### config.mk
export PLATFORM = sky130hd
export DESIGN_NAME = intr_ctrl
export DESIGN_NICKNAME = d
export VERILOG_FILES = /design/src/rtl/intr_ctrl.sv
export SDC_FILE = /design/constraint.sdc
export NUM_CORES = 1
export LEC_CHECK = 0
export CAP_MARGIN = 20
export CORE_UTILIZATION = 42
export DETAILED_ROUTE_END_ITERATION = 16
export PLACE_DENSITY = 0.86
export SLEW_MARGIN = 15
export SYNTH_ARGS = -nofsm -noshare
export SYNTH_HDL_FRONTEND = slang
export SYNTH_SLANG_ARGS = --single-unit
### constraint.sdc
create_clock -name clk -period 1.9 [get_ports clk]
set_input_delay 0.38 -clock clk [delete_from_list [all_inputs] [get_ports clk]]
set_output_delay 0.38 -clock clk [all_outputs]
set_load 0.02 [all_outputs]
### src/rtl/intr_ctrl.sv
// -----------------------------------------------------------------------------
// intr_ctrl -- four-source vectored interrupt controller for a 5-stage pipeline.
//
// Each request line is synchronised and edge-detected into a pending bit.
// When an enabled request is pending, the controller stalls fetch while the
// instructions already in EX/DM/WB retire (DRAIN). It then redirects the PC to
// the handler vector and flushes IF/ID and ID/EX (VECTOR), and waits in ISR
// until eret commits. RETURN finally redirects the PC back to the saved epc.
//
// Ports
//   clk             : clock, rising edge
//   reset           : asynchronous reset, active low
//   irq[3:0]        : asynchronous request lines, source 0 highest priority
//   ie_we/ie_wdata  : interrupt-enable register write
//   current_address : PC of the next instruction to be fetched
//   eret            : return-from-interrupt instruction committing
//   stall_if        : hold PC and IF/ID
//   flush           : clear IF/ID and ID/EX to NOP
//   pc_load         : PC loads pc_vector on the next edge
//   pc_vector       : redirect target
//   epc             : saved return address
//   int_active      : handler running
//   int_cause       : index of the serviced source
//   int_ack         : one-hot, one-cycle acknowledge
//   ie              : current interrupt-enable register
// -----------------------------------------------------------------------------
module intr_ctrl (
   input  logic        clk,
   input  logic        reset,
   input  logic [3:0]  irq,
   input  logic        ie_we,
   input  logic [3:0]  ie_wdata,
   input  logic [15:0] current_address,
   input  logic        eret,
   output logic        stall_if,
   output logic        flush,
   output logic        pc_load,
   output logic [15:0] pc_vector,
   output logic [15:0] epc,
   output logic        int_active,
   output logic [1:0]  int_cause,
   output logic [3:0]  int_ack,
   output logic [3:0]  ie
);

   typedef enum logic [2:0] {
      S_IDLE   = 3'd0,
      S_DRAIN  = 3'd1,
      S_VECTOR = 3'd2,
      S_ISR    = 3'd3,
      S_RETURN = 3'd4
   } state_t;

   state_t      r_state;
   state_t      w_next_state;

   logic [3:0]  r_s1;
   logic [3:0]  r_s2;
   logic [3:0]  r_s3;
   logic [3:0]  r_pending;
   logic [3:0]  r_ie;
   logic [1:0]  r_cause;
   logic [15:0] r_epc;
   logic [1:0]  r_drain_cnt;

   logic [3:0]  w_rise;
   logic [3:0]  w_clr;
   logic [3:0]  w_sel;
   logic [1:0]  w_low_idx;
   logic        w_take;

   // s1/s2 form the synchroniser, s3 is the previous synchronised value.
   assign w_rise = r_s2 & ~r_s3;

   // Selection uses the registered ie, so a write in the same cycle only
   // takes effect from the following edge.
   assign w_sel  = r_pending & r_ie;
   assign w_take = (r_state == S_IDLE) && (w_sel != 4'b0000);

   // Only the serviced source is acknowledged, on the edge leaving VECTOR.
   assign w_clr  = (r_state == S_VECTOR) ? (4'b0001 << r_cause) : 4'b0000;

   // Lowest set index wins: scan from the top so lower indices overwrite.
   always_comb begin
      w_low_idx = 2'd0;
      for (int i = 3; i >= 0; i--) begin
         if (w_sel[i]) begin
            w_low_idx = 2'(i);
         end
      end
   end

   // Synchroniser, pending and ie registers.
   always_ff @(posedge clk or negedge reset) begin
      if (!reset) begin
         r_s1      <= 4'b0000;
         r_s2      <= 4'b0000;
         r_s3      <= 4'b0000;
         r_pending <= 4'b0000;
         r_ie      <= 4'b0000;
      end else begin
         r_s1      <= irq;
         r_s2      <= r_s1;
         r_s3      <= r_s2;
         // A new rising edge wins over a simultaneous clear.
         r_pending <= (r_pending & ~w_clr) | w_rise;
         if (ie_we) begin
            r_ie <= ie_wdata;
         end
      end
   end

   // Cause and return address are captured only on DRAIN entry.
   always_ff @(posedge clk or negedge reset) begin
      if (!reset) begin
         r_cause <= 2'b00;
         r_epc   <= 16'h0000;
      end else if (w_take) begin
         r_cause <= w_low_idx;
         r_epc   <= current_address;
      end
   end

   // DRAIN length counter: counts 0,1,2 while in DRAIN.
   always_ff @(posedge clk or negedge reset) begin
      if (!reset) begin
         r_drain_cnt <= 2'd0;
      end else if (r_state == S_DRAIN) begin
         r_drain_cnt <= r_drain_cnt + 2'd1;
      end else begin
         r_drain_cnt <= 2'd0;
      end
   end

   // State register.
   always_ff @(posedge clk or negedge reset) begin
      if (!reset) begin
         r_state <= S_IDLE;
      end else begin
         r_state <= w_next_state;
      end
   end

   // Next-state logic.
   always_comb begin
      w_next_state = r_state;
      case (r_state)
         S_IDLE:   if (w_take) w_next_state = S_DRAIN;
         S_DRAIN:  if (r_drain_cnt == 2'd2) w_next_state = S_VECTOR;
         S_VECTOR: w_next_state = S_ISR;
         S_ISR:    if (eret) w_next_state = S_RETURN;
         S_RETURN: w_next_state = S_IDLE;
         default:  w_next_state = S_IDLE;
      endcase
   end

   // Moore outputs decoded from the state register only, so an asserted
   // reset clears them immediately.
   always_comb begin
      stall_if   = 1'b0;
      flush      = 1'b0;
      pc_load    = 1'b0;
      pc_vector  = 16'h0000;
      int_ack    = 4'b0000;
      int_active = 1'b0;
      case (r_state)
         S_DRAIN: begin
            stall_if = 1'b1;
         end
         S_VECTOR: begin
            pc_load   = 1'b1;
            flush     = 1'b1;
            pc_vector = 16'h0100 + {10'd0, r_cause, 4'h0};
            int_ack   = 4'b0001 << r_cause;
         end
         S_ISR: begin
            int_active = 1'b1;
         end
         S_RETURN: begin
            pc_load   = 1'b1;
            flush     = 1'b1;
            pc_vector = r_epc;
         end
         default: begin
         end
      endcase
   end

   assign epc       = r_epc;
   assign int_cause = r_cause;
   assign ie        = r_ie;

endmodule

Word-level counts from Yosys, hierarchy flattened
Cells that the tools add are included.
- flip-flop bits (word level): 43
- bits in latches: 0
- memory bits (writable): 0
- ROM bits: 0
- input bits: 28
- output and inout bits: 46
- memories kept: 0
- add/subtract/negate cells: 2
- multipliers: 0
- div/mod/pow operators: 0
- magnitude comparators: 0
- eq/ne operators: 8
- shifts and indexed selects: 1
- multiplexer cells: 14
- bitwise operators: 6
- reduce and logical (&&, ||, !) cells: 5
- operators by type and width (kind ; count):
    $pmux W16 S2 ; 1
    $and A4 B4 Y4 ; 3
    $pmux W3 S4 ; 1
    $add A9 B6 Y10 const A ; 1
    $mux W2 ; 5
    $mux W3 ; 3
    $not A4 Y4 ; 2
    $eq A3 B2 Y1 const B ; 2
    $mux W4 ; 1
    $ne A2 B2 Y1 const B ; 2
    $or A4 B4 Y4 ; 1
    $reduce_bool A4 Y1 ; 1
    $shl A1 B2 Y4 const A ; 1
    $eq A3 B1 Y1 const B ; 1
    $eq A3 B3 Y1 const B ; 1
    $logic_not A3 Y1 ; 1
    $mux W1 ; 3
    $reduce_and A3 Y1 ; 1
    $add A2 B1 Y2 const B ; 1
    $eq A2 B2 Y1 const B ; 1
    $ne A2 B1 Y1 const B ; 1
    $reduce_or A2 Y1 ; 1
    $logic_and A1 B1 Y1 ; 1

Depth between registers and ports, before layout
- depth after elaboration: 5
- gate-level depth with buffers: 6
- depth with buffers taken out: 5

Worst setup path before layout
OpenSTA, ideal clock, no wires.
- path type: reg2out
- from: reg r_state[2]
- to: out int_ack[0]
- data arrival time: 1447 ps
- required time: 1520 ps
- path slack: 73 ps
- stages on the path, launching flop included: 4
- path buffers: 1
- cells stage by stage: dfrtp_1 -> clkbuf_1 -> nor3b_4 -> nor3b_1
- cells in the longest elaborated chain, start to end: 2
- ends and longest elaborated chain (element ; line ; RTL):
    from (decl) ; 54 ; state_t r_state;
    from (signal assigned) ; 140 ; r_state <= w_next_state;
    $eq A3 B2 Y1 ; 166 ; case (r_state)
    $mux W4 ; 166 ;
    to (decl) ; 42 ; output logic [3:0] int_ack,
Every way passes these cells.

Worst setup path in the final report
- from: reg r_state[2]
- to: out int_ack[1]
The elaborated chain is that of the path after synthesis.

==> results.json <==
{
  "rsz0062_at_grt": "yes",
  "die_y_um": 67.6,
  "area_growth_pct": 53.5,
  "clk_path_buf_depth": 2,
  "finalNonFillerCells": 272,
  "vias_per_cell": 4.88,
  "path_cells": "buf_6 -> nor3b_4 -> buf_6 -> and3b_2 -> buf_6",
  "synth_top_family_by_area": "multiplexers",
  "peakVddDrop_mv": 0.890,
  "cts_tree": "built",
  "cts_buffers": 5,
  "swShare_pct": 34.9,
  "syn_inst": 134,
  "postLayoutCellArea_sq_um": 2770,
  "clkSinkCount": 43,
  "powerDensity_nw_per_um2": 1450,
  "slowest_delay_ns": 0.41,
  "wirelength_um": 3990,
  "htree_num_levels": 2,
  "yosys.area.top_type": "dfrtp_1",
  "grt_pass1_wl_um": 5850,
  "port-buffer-count": 73,
  "slew_violations": 0,
  "wire_per_inst_um": 14.7,
  "synth.area.top_cells": "dfrtp_1, mux2_4, mux2_2, and3_1, inv_1",
  "grt_pass1_vias": 1238,
  "placed_cell_area_sq_um": 2640,
  "pwr-share-clk_pct": 17.8,
  "drive_gt1_share_pct": 36.5,
  "setup_viol": 0,
  "post-route-min-period_ns": 1.89,
  "ys_seq_area_share_pct": 59.6,
  "n_antenna_cell": 0,
  "end_kind": "primary output",
  "netlist_area_sq_um": 1810,
  "leakage_nw": 1.35,
  "multi_input_area_sq_um": 667,
  "maxCapViolCount": 0,
  "cp_slowest_cell": "dfrtp_1",
  "avgSynthCellArea_sq_um": 13.5,
  "start_util_pct": 44.5,
  "path_common_cell": "buf_6",
  "gp_congestion": 0.758,
  "combPwrFrac_pct": 46.3,
  "hp-class": "input port to async pin",
  "synth_cell_types": 30,
  "synthAdderAreaFrac_pct": 0.693,
  "synth_nets": 163,
  "p_sw_mw": 1.40,
  "place_inst": 262,
  "seq_area_sq_um": 1080,
  "synth_simple_gate_area_share_pct": 13.2,
  "dp_hpwl_um": 2880,
  "ctsHoldBuffers": 0,
  "intPower_mw": 2.61,
  "final_hold_viol_count": 0,
  "die_area_sq_um": 4570,
  "layout.nets": 250,
  "tns_ns": 0,
  "synth-seq-cells": 43,
  "initialDrtViolationCount": 49,
  "worstSetupPathType": "register to primary output",
  "dr.pass1.iters": 4,
  "root_buffer": "clkbuf_8",
  "drcViolationCount": 0,
  "pin_count": 74,
  "grt_start_max_net_pins": 25,
  "antenna_left": 0,
  "num_vias": 1326,
  "track_usage_pct": 18.0,
  "cp-start-kind": "register",
  "cp_max_fo": 6,
  "status": "finished clean",
  "seqPwrFrac_pct": 35.9,
  "critPathBufInv": 3,
  "antenna_found_initial": 0,
  "overflow": 0,
  "synthXorXnorAreaFrac_pct": 0,
  "synth_top_area_share_pct": 59.6,
  "row_count": 23,
  "ys_warn_count": 0,
  "core-area_sq_um": 4060,
  "synthMuxAreaShare_pct": 15.2,
  "synth_compound_area_share_pct": 6.16,
  "worstPathRequired_ns": 1.52,
  "die_x_um": 67.6,
  "crit_arrival_ns": 1.51,
  "tightest_slew_ns": 0.498,
  "finalCritPeriodShare_pct": 99.6,
  "crit_family": "buffers and inverters",
  "clock.fmax_mhz": 528,
  "clock_latency_ns": 0.29,
  "skew_ns": 0.00668,
  "path_clk_slew_ns": 0.09,
  "n_fill_cell": 301,
  "maxSlewHeadroom_pct": 66.8
}
==> registers in the layout, summed over array words and instances, names as in the netlist <==
name         flops
int_cause        2
r_state          3
r_s2             4
r_s3             4
r_pending        4
r_drain_cnt      2
epc             16
r_s1             4
ie               4
==> kinds of logic (layout without fill, tap and decap cells) <==
family / Yosys count / in the layout
adder cells (fa/ha/maj): 1 / 1
multiplexers: 21 / 21
flip-flops: 43 / 43
AO/OA/AOI/OAI: 16 / 16
AND/OR/NAND/NOR: 37 / 37
buffers and inverters: 16 / 104
==> worst paths after layout <==
path                            startpoint          to  slack [ns]  depth (start not counted)
worst min register to register     r_s1[2]     r_s2[2]        0.35                          0
worst max-delay path            r_state[2]  int_ack[1]       0.008                          5
worst max register to register  r_state[2]      epc[1]        0.14                          6
worst min-delay path                 reset      epc[9]        0.04                          1
max in group asynchronous            reset       ie[0]        1.29                          2
min in group clk                   r_s1[2]     r_s2[2]        0.35                          0
==> area by class of cell <==
cell class	count	area share (%)
Timing Repair Buffer	87	29.4
Tap cell	50	2.26
Inverter	9	1.22
Clock inverter	3	1.71
Multi-Input combinational cell	75	24.1
Clock buffer	5	2.48
Sequential cell	43	38.9
==> cell usage after synthesis, drive strengths merged <==
cell and number:
or2 1, a21o 2, clkbuf 3, o22ai 3, and3b 2, and3 14, dfrtp 43, a32oi 1
nor3b 2, ha 1, inv 9, o21ai 2, a22o 3, buf 4, nor2 7, nand2 6
a22oi 1, a221oi 1, nor2b 2, and2 2, a21oi 3, mux2 21, nor3 1
==> power groups by stage <==
stage | registers, mW | logic (mW) | clock network, mW
after floorplan | 1.65 | 0.816 | 0
after global placement | 1.43 | 1.80 | 0
after detailed placement | 1.44 | 1.84 | 0
after CTS | 1.43 | 1.84 | 0.731
after global routing | 1.49 | 1.98 | 0.778
final | 1.44 | 1.86 | 0.714
==> per-stage QoR <==
stage | hold slack, ns | power [mW] | setup WS, ns | util, %
4_1_cts | 0.0469 | 4.00 | -0.114 | 68.2
5_1_grt | 0.0737 | 4.26 | -0.0769 | 68.3
3_5_place_dp | 0.337 | 3.28 | -0.0752 | 65.0
6_report | 0.0379 | 4.02 | 0.00756 | 68.3
3_3_place_gp | 0.333 | 3.23 | -0.0638 | 65.0
2_1_floorplan | 0.0844 | 2.47 | 0.0729 | -
==> worst reg2reg max path, stage by stage, from the launching register on <==
cell	delay (ns)
dfrtp_1	0.41
buf_4	0.15
buf_4	0.16
nor3_4	0.15
nor2b_2	0.23
buf_12	0.19
mux2_2	0.35
==> repair_timing <==
item	CTS	global route
endpoints found under the setup margin	24	20
cloned	1	0
pin swaps	1	4
buffers inserted	1	0
resized for setup	79	34
endpoints found under the hold margin	0	0
==> cells in the final DEF, fill, tap and decap left out, types with 3 or more instances in the layout <==
cell type	n
dfrtp_1	42
inv_1	9
nor2_1	5
nand2_1	4
clkdlybuf4s50_1	48
and3_1	13
mux2_2	11
a21oi_1	3
buf_2	9
o22ai_1	3
buf_6	9
buf_4	11
clkbuf_8	5
mux2_4	10
clkdlybuf4s15_2	6
==> layer usage <==
| metal | share of wire (%) | GRT usage, % | routed length, um |
|---|---|---|---|
| met1 | 43 | 22.8 | 1730 |
| met2 | 51 | 28.3 | 2020 |
| met3 | 5.7 | 6.93 | 227 |
| met4 | 0.40 | 5.05 | 16 |
| met5 | 0 | 0 | 0 |
Power figures use the tool's default switching activity.
